===== src/rtl/udma_cfg_pkg.sv =====
// Shared types and constants for the uDMA cfg-bus APB master.
// Optional REQ watchdog is enabled with the UDMA_CFG_TIMEOUT_EN macro.
package udma_cfg_pkg;

  typedef enum logic [1:0] {
    ST_IDLE = 2'd0,
    ST_REQ  = 2'd1,
    ST_RESP = 2'd2
  } cfg_state_e;

  localparam int          UDMA_CFG_REG_AW      = 5;
  localparam int          UDMA_CFG_PERIPH_SPAN = 128;
  localparam logic [31:0] UDMA_CFG_ERR_DATA    = 32'h0;

endpackage


===== src/rtl/udma_apb_cfg_master_if.sv =====
// APB bus bundle between the SoC APB and the uDMA cfg-bus master.
interface udma_apb_cfg_master_if #(
  parameter int APB_AWIDTH = 12
);
  logic [APB_AWIDTH-1:0] paddr;
  logic [31:0]           pwdata;
  logic                  pwrite;
  logic                  psel;
  logic                  penable;
  logic [31:0]           prdata;
  logic                  pready;
  logic                  pslverr;

  modport master (
    output paddr, pwdata, pwrite, psel, penable,
    input  prdata, pready, pslverr
  );

  modport slave (
    input  paddr, pwdata, pwrite, psel, penable,
    output prdata, pready, pslverr
  );
endinterface


===== src/rtl/udma_cfg_wdt.sv =====
// REQ-state watchdog: counts REQ cycles without ready, flags expiry on the
// cycle that would complete LIMIT waiting cycles. Used under UDMA_CFG_TIMEOUT_EN.
module udma_cfg_wdt #(
  parameter int LIMIT = 255
) (
  input  logic clk_i,
  input  logic rstn_i,
  input  logic clr,
  input  logic en,
  output logic expired
);
  localparam int W = ($clog2(LIMIT + 1) > 8) ? $clog2(LIMIT + 1) : 8;

  logic [W-1:0] cnt_q;

  // count waiting cycles, restart whenever the FSM is outside REQ
  always_ff @(posedge clk_i or negedge rstn_i) begin
    if (!rstn_i)   cnt_q <= '0;
    else if (clr)  cnt_q <= '0;
    else if (en)   cnt_q <= cnt_q + 1'b1;
  end

  // cnt_q holds the number of earlier waiting cycles, so this is the LIMIT-th
  assign expired = en && (cnt_q == W'(LIMIT - 1));
endmodule


===== src/rtl/udma_apb_cfg_master.sv =====
// APB slave to uDMA cfg-bus initiator. One outstanding access; the selected
// target sees exactly one valid+ready cycle per access.
// Optional REQ watchdog: define UDMA_CFG_TIMEOUT_EN.
module udma_apb_cfg_master
  import udma_cfg_pkg::*;
#(
  parameter int N_PERIPHS      = 4,
  parameter int PER_ID_W       = 2,
  parameter int APB_AWIDTH     = 12,
  parameter int TIMEOUT_CYCLES = 255
) (
  input  logic                     clk_i,
  input  logic                     rstn_i,
  udma_apb_cfg_master_if.slave     apb,
  output logic [31:0]              cfg_data_o,
  output logic [UDMA_CFG_REG_AW-1:0] cfg_addr_o,
  output logic                     cfg_rwn_o,
  output logic [N_PERIPHS-1:0]     cfg_valid_o,
  input  logic [32*N_PERIPHS-1:0]  cfg_data_i,
  input  logic [N_PERIPHS-1:0]     cfg_ready_i
);
  localparam int                ID_LSB = $clog2(UDMA_CFG_PERIPH_SPAN);
  localparam logic [PER_ID_W:0] N_LIM  = N_PERIPHS[PER_ID_W:0];

  cfg_state_e state_q, state_d;

  logic [UDMA_CFG_REG_AW-1:0] addr_q;
  logic [PER_ID_W-1:0]        id_q;
  logic [31:0]                wdata_q;
  logic [31:0]                rdata_q;
  logic                       rwn_q;
  logic                       err_q;

  logic [APB_AWIDTH-1:0] paddr;
  logic [PER_ID_W-1:0]   paddr_id;
  logic                  setup;
  logic                  id_ok;
  logic                  ready_sel;
  logic [31:0]           lane_rdata;
  logic                  wdt_expired;

  assign paddr    = apb.paddr;
  assign paddr_id = paddr[ID_LSB +: PER_ID_W];
  assign setup    = apb.psel && !apb.penable;
  assign id_ok    = ({1'b0, paddr_id} < N_LIM);

  // ready and read data of the currently addressed lane
  always_comb begin
    ready_sel  = 1'b0;
    lane_rdata = '0;
    for (int k = 0; k < N_PERIPHS; k++) begin
      if (id_q == PER_ID_W'(k)) begin
        ready_sel  = cfg_ready_i[k];
        lane_rdata = cfg_data_i[32*k +: 32];
      end
    end
  end

`ifdef UDMA_CFG_TIMEOUT_EN
  udma_cfg_wdt #(.LIMIT(TIMEOUT_CYCLES)) u_wdt (
    .clk_i   (clk_i),
    .rstn_i  (rstn_i),
    .clr     (state_q != ST_REQ),
    .en      ((state_q == ST_REQ) && !ready_sel),
    .expired (wdt_expired)
  );
`else
  assign wdt_expired = 1'b0;
`endif

  // state register
  always_ff @(posedge clk_i or negedge rstn_i) begin
    if (!rstn_i) state_q <= ST_IDLE;
    else         state_q <= state_d;
  end

  // next-state logic; APB inputs only matter in IDLE
  always_comb begin
    state_d = state_q;
    case (state_q)
      ST_IDLE: if (setup) state_d = id_ok ? ST_REQ : ST_RESP;
      ST_REQ:  if (ready_sel || wdt_expired) state_d = ST_RESP;
      ST_RESP: state_d = ST_IDLE;
      default: state_d = ST_IDLE;
    endcase
  end

  // access latches: request fields at setup, response at ready or expiry
  always_ff @(posedge clk_i or negedge rstn_i) begin
    if (!rstn_i) begin
      addr_q  <= '0;
      id_q    <= '0;
      wdata_q <= '0;
      rwn_q   <= 1'b0;
      rdata_q <= '0;
      err_q   <= 1'b0;
    end else begin
      case (state_q)
        ST_IDLE: if (setup) begin
          addr_q  <= paddr[2 +: UDMA_CFG_REG_AW];
          id_q    <= paddr_id;
          wdata_q <= apb.pwdata;
          rwn_q   <= !apb.pwrite;
          rdata_q <= UDMA_CFG_ERR_DATA;
          err_q   <= !id_ok;
        end
        ST_REQ: if (ready_sel) begin
          rdata_q <= rwn_q ? lane_rdata : '0;
          err_q   <= 1'b0;
        end else if (wdt_expired) begin
          rdata_q <= UDMA_CFG_ERR_DATA;
          err_q   <= 1'b1;
        end
        default: ;
      endcase
    end
  end

  assign cfg_data_o = wdata_q;
  assign cfg_addr_o = addr_q;
  assign cfg_rwn_o  = rwn_q;

  // outputs decoded from state so a reset drops cfg_valid immediately
  always_comb begin
    cfg_valid_o = '0;
    apb.pready  = 1'b0;
    apb.prdata  = '0;
    apb.pslverr = 1'b0;
    case (state_q)
      ST_REQ: begin
        for (int k = 0; k < N_PERIPHS; k++)
          if (id_q == PER_ID_W'(k)) cfg_valid_o[k] = 1'b1;
      end
      ST_RESP: begin
        apb.pready  = 1'b1;
        apb.prdata  = rdata_q;
        apb.pslverr = err_q;
      end
      default: ;
    endcase
  end
endmodule

===== src/flat_wrapper.sv =====
// flat-port wrapper written by rule: the top's interface ports become plain ports
module udma_apb_cfg_master_flat import udma_cfg_pkg::*;
#(
  parameter int N_PERIPHS      = 4,
  parameter int PER_ID_W       = 2,
  parameter int APB_AWIDTH     = 12,
  parameter int TIMEOUT_CYCLES = 255
)
  (clk_i, rstn_i, cfg_data_o, cfg_addr_o, cfg_rwn_o, cfg_valid_o, cfg_data_i, cfg_ready_i, apb_paddr, apb_pwdata, apb_pwrite, apb_psel, apb_penable, apb_prdata, apb_pready, apb_pslverr);
  udma_apb_cfg_master_if #(.APB_AWIDTH(APB_AWIDTH)) apb_i ();
  input  logic clk_i;
  input  logic rstn_i;
  output logic [31:0] cfg_data_o;
  output logic [UDMA_CFG_REG_AW-1:0] cfg_addr_o;
  output logic cfg_rwn_o;
  output logic [N_PERIPHS-1:0] cfg_valid_o;
  input  logic [32*N_PERIPHS-1:0] cfg_data_i;
  input  logic [N_PERIPHS-1:0] cfg_ready_i;
  input wire logic [$bits(apb_i.paddr)-1:0] apb_paddr;
  input wire logic [$bits(apb_i.pwdata)-1:0] apb_pwdata;
  input wire logic [$bits(apb_i.pwrite)-1:0] apb_pwrite;
  input wire logic [$bits(apb_i.psel)-1:0] apb_psel;
  input wire logic [$bits(apb_i.penable)-1:0] apb_penable;
  output wire logic [$bits(apb_i.prdata)-1:0] apb_prdata;
  output wire logic [$bits(apb_i.pready)-1:0] apb_pready;
  output wire logic [$bits(apb_i.pslverr)-1:0] apb_pslverr;
  assign apb_i.paddr = apb_paddr;
  assign apb_i.pwdata = apb_pwdata;
  assign apb_i.pwrite = apb_pwrite;
  assign apb_i.psel = apb_psel;
  assign apb_i.penable = apb_penable;
  assign apb_prdata = apb_i.prdata;
  assign apb_pready = apb_i.pready;
  assign apb_pslverr = apb_i.pslverr;
  udma_apb_cfg_master #(.N_PERIPHS(N_PERIPHS), .PER_ID_W(PER_ID_W), .APB_AWIDTH(APB_AWIDTH), .TIMEOUT_CYCLES(TIMEOUT_CYCLES)) u_core (.clk_i(clk_i), .rstn_i(rstn_i), .apb(apb_i), .cfg_data_o(cfg_data_o), .cfg_addr_o(cfg_addr_o), .cfg_rwn_o(cfg_rwn_o), .cfg_valid_o(cfg_valid_o), .cfg_data_i(cfg_data_i), .cfg_ready_i(cfg_ready_i));
endmodule

===== config.mk =====
export PLATFORM = sky130hd
export DESIGN_NAME = udma_apb_cfg_master_flat
export DESIGN_NICKNAME = d
export VERILOG_FILES = /design/src/rtl/udma_cfg_pkg.sv /design/src/rtl/udma_apb_cfg_master_if.sv /design/src/rtl/udma_cfg_wdt.sv /design/src/rtl/udma_apb_cfg_master.sv /design/src/flat_wrapper.sv
export SDC_FILE = /design/constraint.sdc
export NUM_CORES = 1
export LEC_CHECK = 0
export ABC_AREA = 1
export BUFFER_PORTS_ARGS = -buffer_cell sky130_fd_sc_hd__buf_2
export CELL_PAD_IN_SITES_DETAIL_PLACEMENT = 1
export CELL_PAD_IN_SITES_GLOBAL_PLACEMENT = 1
export CORE_ASPECT_RATIO = 0.6
export CORE_MARGIN = 8
export CORE_UTILIZATION = 32
export DETAILED_ROUTE_END_ITERATION = 10
export PLACE_DENSITY = 0.95
export SYNTH_ARGS = -nofsm -noshare
export SYNTH_HDL_FRONTEND = slang
export SYNTH_SLANG_ARGS = --single-unit

===== constraint.sdc =====
create_clock -name clk_i -period 4.1 [get_ports clk_i]
set_input_delay 0.205 -clock clk_i [delete_from_list [all_inputs] [get_ports clk_i]]
set_output_delay 0.205 -clock clk_i [all_outputs]
set_load 0.05 [all_outputs]

== After elaboration in Yosys (flattened, before gate mapping) ==
Cells that the tools add are included.
Storage, ports and cells
  register bits after elaboration: 75
  output and inout port bits: 76
  logic and storage cells: 49
  input bits: 181
Operators by class
  eq/ne operators: 7
  mux-type cells: 26
  reductions and logical operators: 9
Operators by type and width (number)
  32-bit two-way mux: 8
  32-bit case mux with 2 select lines: 1
  1-bit two-way mux: 12
  2-bit equality test, second input constant: 3
  2-bit by 1-bit equality test with 1-bit output, second input constant: 2
  2-bit zero test: 2
  2-bit two-way mux: 2
  4-bit two-way mux: 1
  2-bit by 1-bit inequality test with 1-bit output, second input constant: 2
  2-bit case mux with 2 select lines: 1
  2-bit AND reduction: 2
  3-bit AND reduction: 1
  1-bit zero test: 2
  1-bit case mux with 2 select lines: 1
  2-bit nonzero test: 1
  1-bit logical AND: 1

== Logic depth before layout (Yosys ltp) ==
  depth after elaboration: 8
  depth in mapped cells: 10

== Least setup slack after synthesis ==
Ideal clock, no wire load.
  kind: reg2out
  start point: reg u_core.state_q[1]
  end point: out apb_prdata[0]
  arrival: 2.109 ns
  slack: 1.786 ns
  stages on the path, launching flop included: 6
  required time: 3.895 ns
  path through: dfrtp_1 > inv_2 > nor2_1 > inv_2 > clkbuf_1 > nor2_1
On the way
  word-level cells in the longest chain between the ends: 2
RTL lines
  start, declared: line udma_apb_cfg_master.sv:25  | cfg_state_e state_q, state_d;
  start signal, assigned: line udma_apb_cfg_master.sv:74  | else state_q <= state_d;
  2-bit equality test: line udma_apb_cfg_master.sv:129  | case (state_q)
  32-bit two-way mux: line udma_apb_cfg_master.sv:129
  end, declared: line flat_wrapper.sv:24  | output wire logic [$bits(apb_i.prdata)-1:0] apb_prdata;
Every way passes these cells.

== Worst setup path after layout ==
  start point: reg u_core.id_q[0]
  end point: reg u_core.rdata_q[25]
On the way
  word-level cells in the longest chain between the ends: 8
  elaborated cells on any way between the ends: 17
  those cells by class: 4 x eq/ne; 11 x mux; 2 x reduce/logical
RTL lines
  start, declared: line udma_apb_cfg_master.sv:28  | logic [PER_ID_W-1:0] id_q;
  start signal, assigned: line udma_apb_cfg_master.sv:101  | id_q <= paddr_id;
  2-bit zero test: line udma_apb_cfg_master.sv:52  | if (id_q == PER_ID_W'(k)) begin
  32-bit two-way mux (4 in series): line udma_apb_cfg_master.sv:52
  32-bit two-way mux: line udma_apb_cfg_master.sv:108  | rdata_q <= rwn_q ? lane_rdata : '0;
  32-bit two-way mux: line udma_apb_cfg_master.sv:107  | ST_REQ: if (ready_sel) begin
  32-bit case mux with 2 select lines: line udma_apb_cfg_master.sv:98  | case (state_q)
  end signal, assigned: line udma_apb_cfg_master.sv:108
  end, declared: line udma_apb_cfg_master.sv:30  | logic [31:0] rdata_q;
Several ways; a longest one is shown, not always the timed one. The select of a mux whose other input is x is not followed.
A chain may end at the register's enable or synchronous reset.

==> summary.txt <==
Placed design
  • Gpl congestion: 0.774
  • Dpl hpwl: 13,500 microns
  • IO Port Bufs: 250

Route
  • Number of remaining DRC errors: 0
  • WL/cell: 16.8 microns
  • Vias post-DR: 4,682
  • Drt total wl: 17,000 microns
  • Pre-antenna DRT Iters: 4
  • DR iter-0 viols: 152
  • Antenna-violating nets left: 0
  • Avg Vias per Cell: 4.62

Synth
  • Post-synthesis sequential area ratio: 42.3%
  • Mapped Cells: 605
  • Post-synth top cells: nand2_1, dfrtp_1, nor2_1, inv_1, nand3_1
  • Post-synthesis async set-or-reset flop share: 100%
  • Most common cell in the synthesized netlist: nand2_1
  • Post-Syn Nets: 786
  • Synthesis-stage register bit count: 74
  • Post-synth cell types: 22
  • Synth warn: 0
  • Synth top area cells: dfrtp_1, nand2_1, mux2_1
  • Post-synth top area cell: dfrtp_1
  • Syn avg cell area: 7.23 sq um
  • Synth Cell Area: 4380 sq um
  • EDFF count, synth: 0
  • Area share of the largest cell type after synthesis: 42.3%
  • Top_reg_cell synth: dfrtp_1

Outcome
  • Status: completed

Clocking
  • Setup repair bufs after CTS: 0
  • # clock sinks: 74
  • Clock slew at reported path FFs: 0.07 ns
  • Clk Latency, worst-skew pair: 0.33 ns
  • Max Root-Sink Buffers: 2
  • H-Tree Depth: 3
  • CTS tree: yes
  • Hold-fix buffers at CTS: 0
  • Root Driver: clkbuf_16
  • CTS resizes: 0
  • Cts bufs inserted: 9

Cells and area
  • # nets final: 1,014
  • Layout cells sized above 1: 35.9%
  • Area grow syn2layout: 38.2%
  • Diodes inserted: 0
  • Area of the multi-input gates: 2010 sq um
  • Reg area: 1850 sq um
  • Number of fillers in the final layout: 1,806

GRT
  • Vias in the first global route: 5,147
  • Largest net degree at the start of global routing: 75
  • First-pass GRT wire length: 27,500 microns
  • Initial antenna violation count: 1
  • GRT Total Usage: 19.1%
  • Grt ovf: 0

Timing
  • Min cycle time layout: 2.89 ns
  • Max-slew violations: 0
  • Setup Viol. Count Final: 0
  • Final hold vios: 0
  • Final period util: 70.5%
  • Worst Hold Slack: 0.00784 ns
  • Unrepaired setup endpoints after global routing: no
  • Layout Skew: 0.00776 ns
  • Setup TNS Final: 0 ns
  • Worst-Margin Slew: 1.12 ns
  • Worst rel slew slack: 25.3%
  • Max Fclk: 0.346 GHz

Hold path
  • HP Class: input pin to asynchronous set/reset pin

Floorplanning
  • Std cell rows: 33
  • I/O pins: 257
  • Starting Density: 32.4%
  • Die Span X: 167 microns
  • Die Span Y: 107 microns
  • CORE AREA: 13,500 sq um
  • Total die area: 17,800 sq um

Critical path
  • CP Capture Type: flip-flop
  • Most common cell on crit path: nand2_1
  • Flop2flop setup slack: 1.21 ns
  • R2r worst-path depth: 8
  • Reg-to-Reg Start: u_core.id_q[0]
  • Crit-path max FO: 33
  • Critical-path cell list: buf_4, nor2_2, buf_4, nand2_1, nand2_2, a21oi_4, nand2_1, nand2_1
  • Arrival @ worst endpoint: 3.16 ns
  • WS Path Type: flip-flop to flip-flop
  • Worst stage delay on the critical path: 0.87 ns
  • CP delay by family, top: flip-flops
  • Critical path's slowest cell: dfrtp_1
  • Crit path buffers/inverters: 2
  • Critical R2R Capture: u_core.rdata_q[25]
  • Worst setup SP type: flip-flop
  • Worst EP required: 4.37 ns

Power and ir drop
  • Pwr dens: 804 nW/um^2
  • P_leak: 3.39 nW
  • VDD IR max: 344 uV

Flow run
  • Max-cap viol count: 0
## worst max-delay path by stage
stage	cells past startpoint	endpoint	startpoint	slack, ns
after floorplan	5	apb_prdata[0]	u_core.state_q[1]	1.79
after global placement	8	u_core.rdata_q[15]	u_core.id_q[0]	1.26
after detailed placement	8	u_core.rdata_q[6]	u_core.id_q[0]	1.15
after CTS	8	u_core.rdata_q[6]	u_core.id_q[0]	1.13
after global routing	8	u_core.rdata_q[25]	u_core.id_q[0]	0.87
final	8	u_core.rdata_q[25]	u_core.id_q[0]	1.21
## cells in the final DEF, fill, tap and decap left out, drive strengths merged, types with 14 or more instances in the layout
master	synthesis	layout
nand2	172	172
dfrtp	74	74
nand3	52	52
mux2	37	37
nand3b	14	14
nor2	75	75
buf	22	254
o21ai	33	33
inv	89	91
a21oi	17	17
## layout make-up
| type | instances | share of cell area, % |
|---|---|---|
| Clock buffer | 9 | 3.72 |
| Clock inverter | 7 | 2.05 |
| Inverter | 89 | 5.52 |
| Multi-Input combinational cell | 405 | 33.2 |
| Sequential cell | 74 | 30.6 |
| Tap cell | 175 | 3.62 |
| Timing Repair Buffer | 254 | 21.2 |
## cells by family after synthesis
family / count (synthesis) / synth area share (%)
simple gates: 316 / 30.1
buf+inv: 126 / 11.9
flops: 74 / 42.3
compound gates: 51 / 6.15
mux: 37 / 9.52
other cells: 1 / 0.0857
## metal layers
layer / vias up / wire length, microns / global-route usage, % / part of all wire, %
li1: 2314 / - / - / -
met1: 2193 / 7640 / 23.0 / 45
met2: 162 / 7780 / 32.5 / 46
met3: 11 / 1480 / 7.85 / 8.7
met4: 2 / 80 / 2.56 / 0.47
met5: - / 13 / 0 / 0.077
## where the power goes
| part | total [mW] | switching [mW] | internal [mW] |
|---|---|---|---|
| logic | 2.61 | 1.92 | 0.686 |
| clock network | 0.924 | 0.324 | 0.600 |
| registers | 1.33 | 0.255 | 1.08 |
| total | 4.86 | 2.50 | 2.36 |
## stage by stage
step,power (mW),cell area (sq um),utilization (%),setup slack (ns),std cells
after floorplan,3.26,4380,-,1.79,605
after global placement,3.88,5700,42.2,1.26,997
after detailed placement,3.99,5700,42.2,1.15,997
after CTS,4.94,6050,44.8,1.13,1013
after global routing,5.23,6050,44.8,0.872,1013
final,4.86,6050,44.8,1.21,1013
## sequential cells by signal, summed over array words and instances, names as in the netlist
signal / flops
u_core.rdata_q: 32
u_core.id_q: 2
u_core.state_q: 2
u_core.cfg_rwn_o: 1
u_core.cfg_addr_o: 5
u_core.cfg_data_o: 32
## worst reg2reg max path: cells and delay by family, from the launching register on
kind	cells	cell delay, ns
flops	1	0.87
buf+inv	2	0.71
compound gates	1	0.72
simple gates	5	0.54
Note: power is estimated with default switching activity, not from simulation.
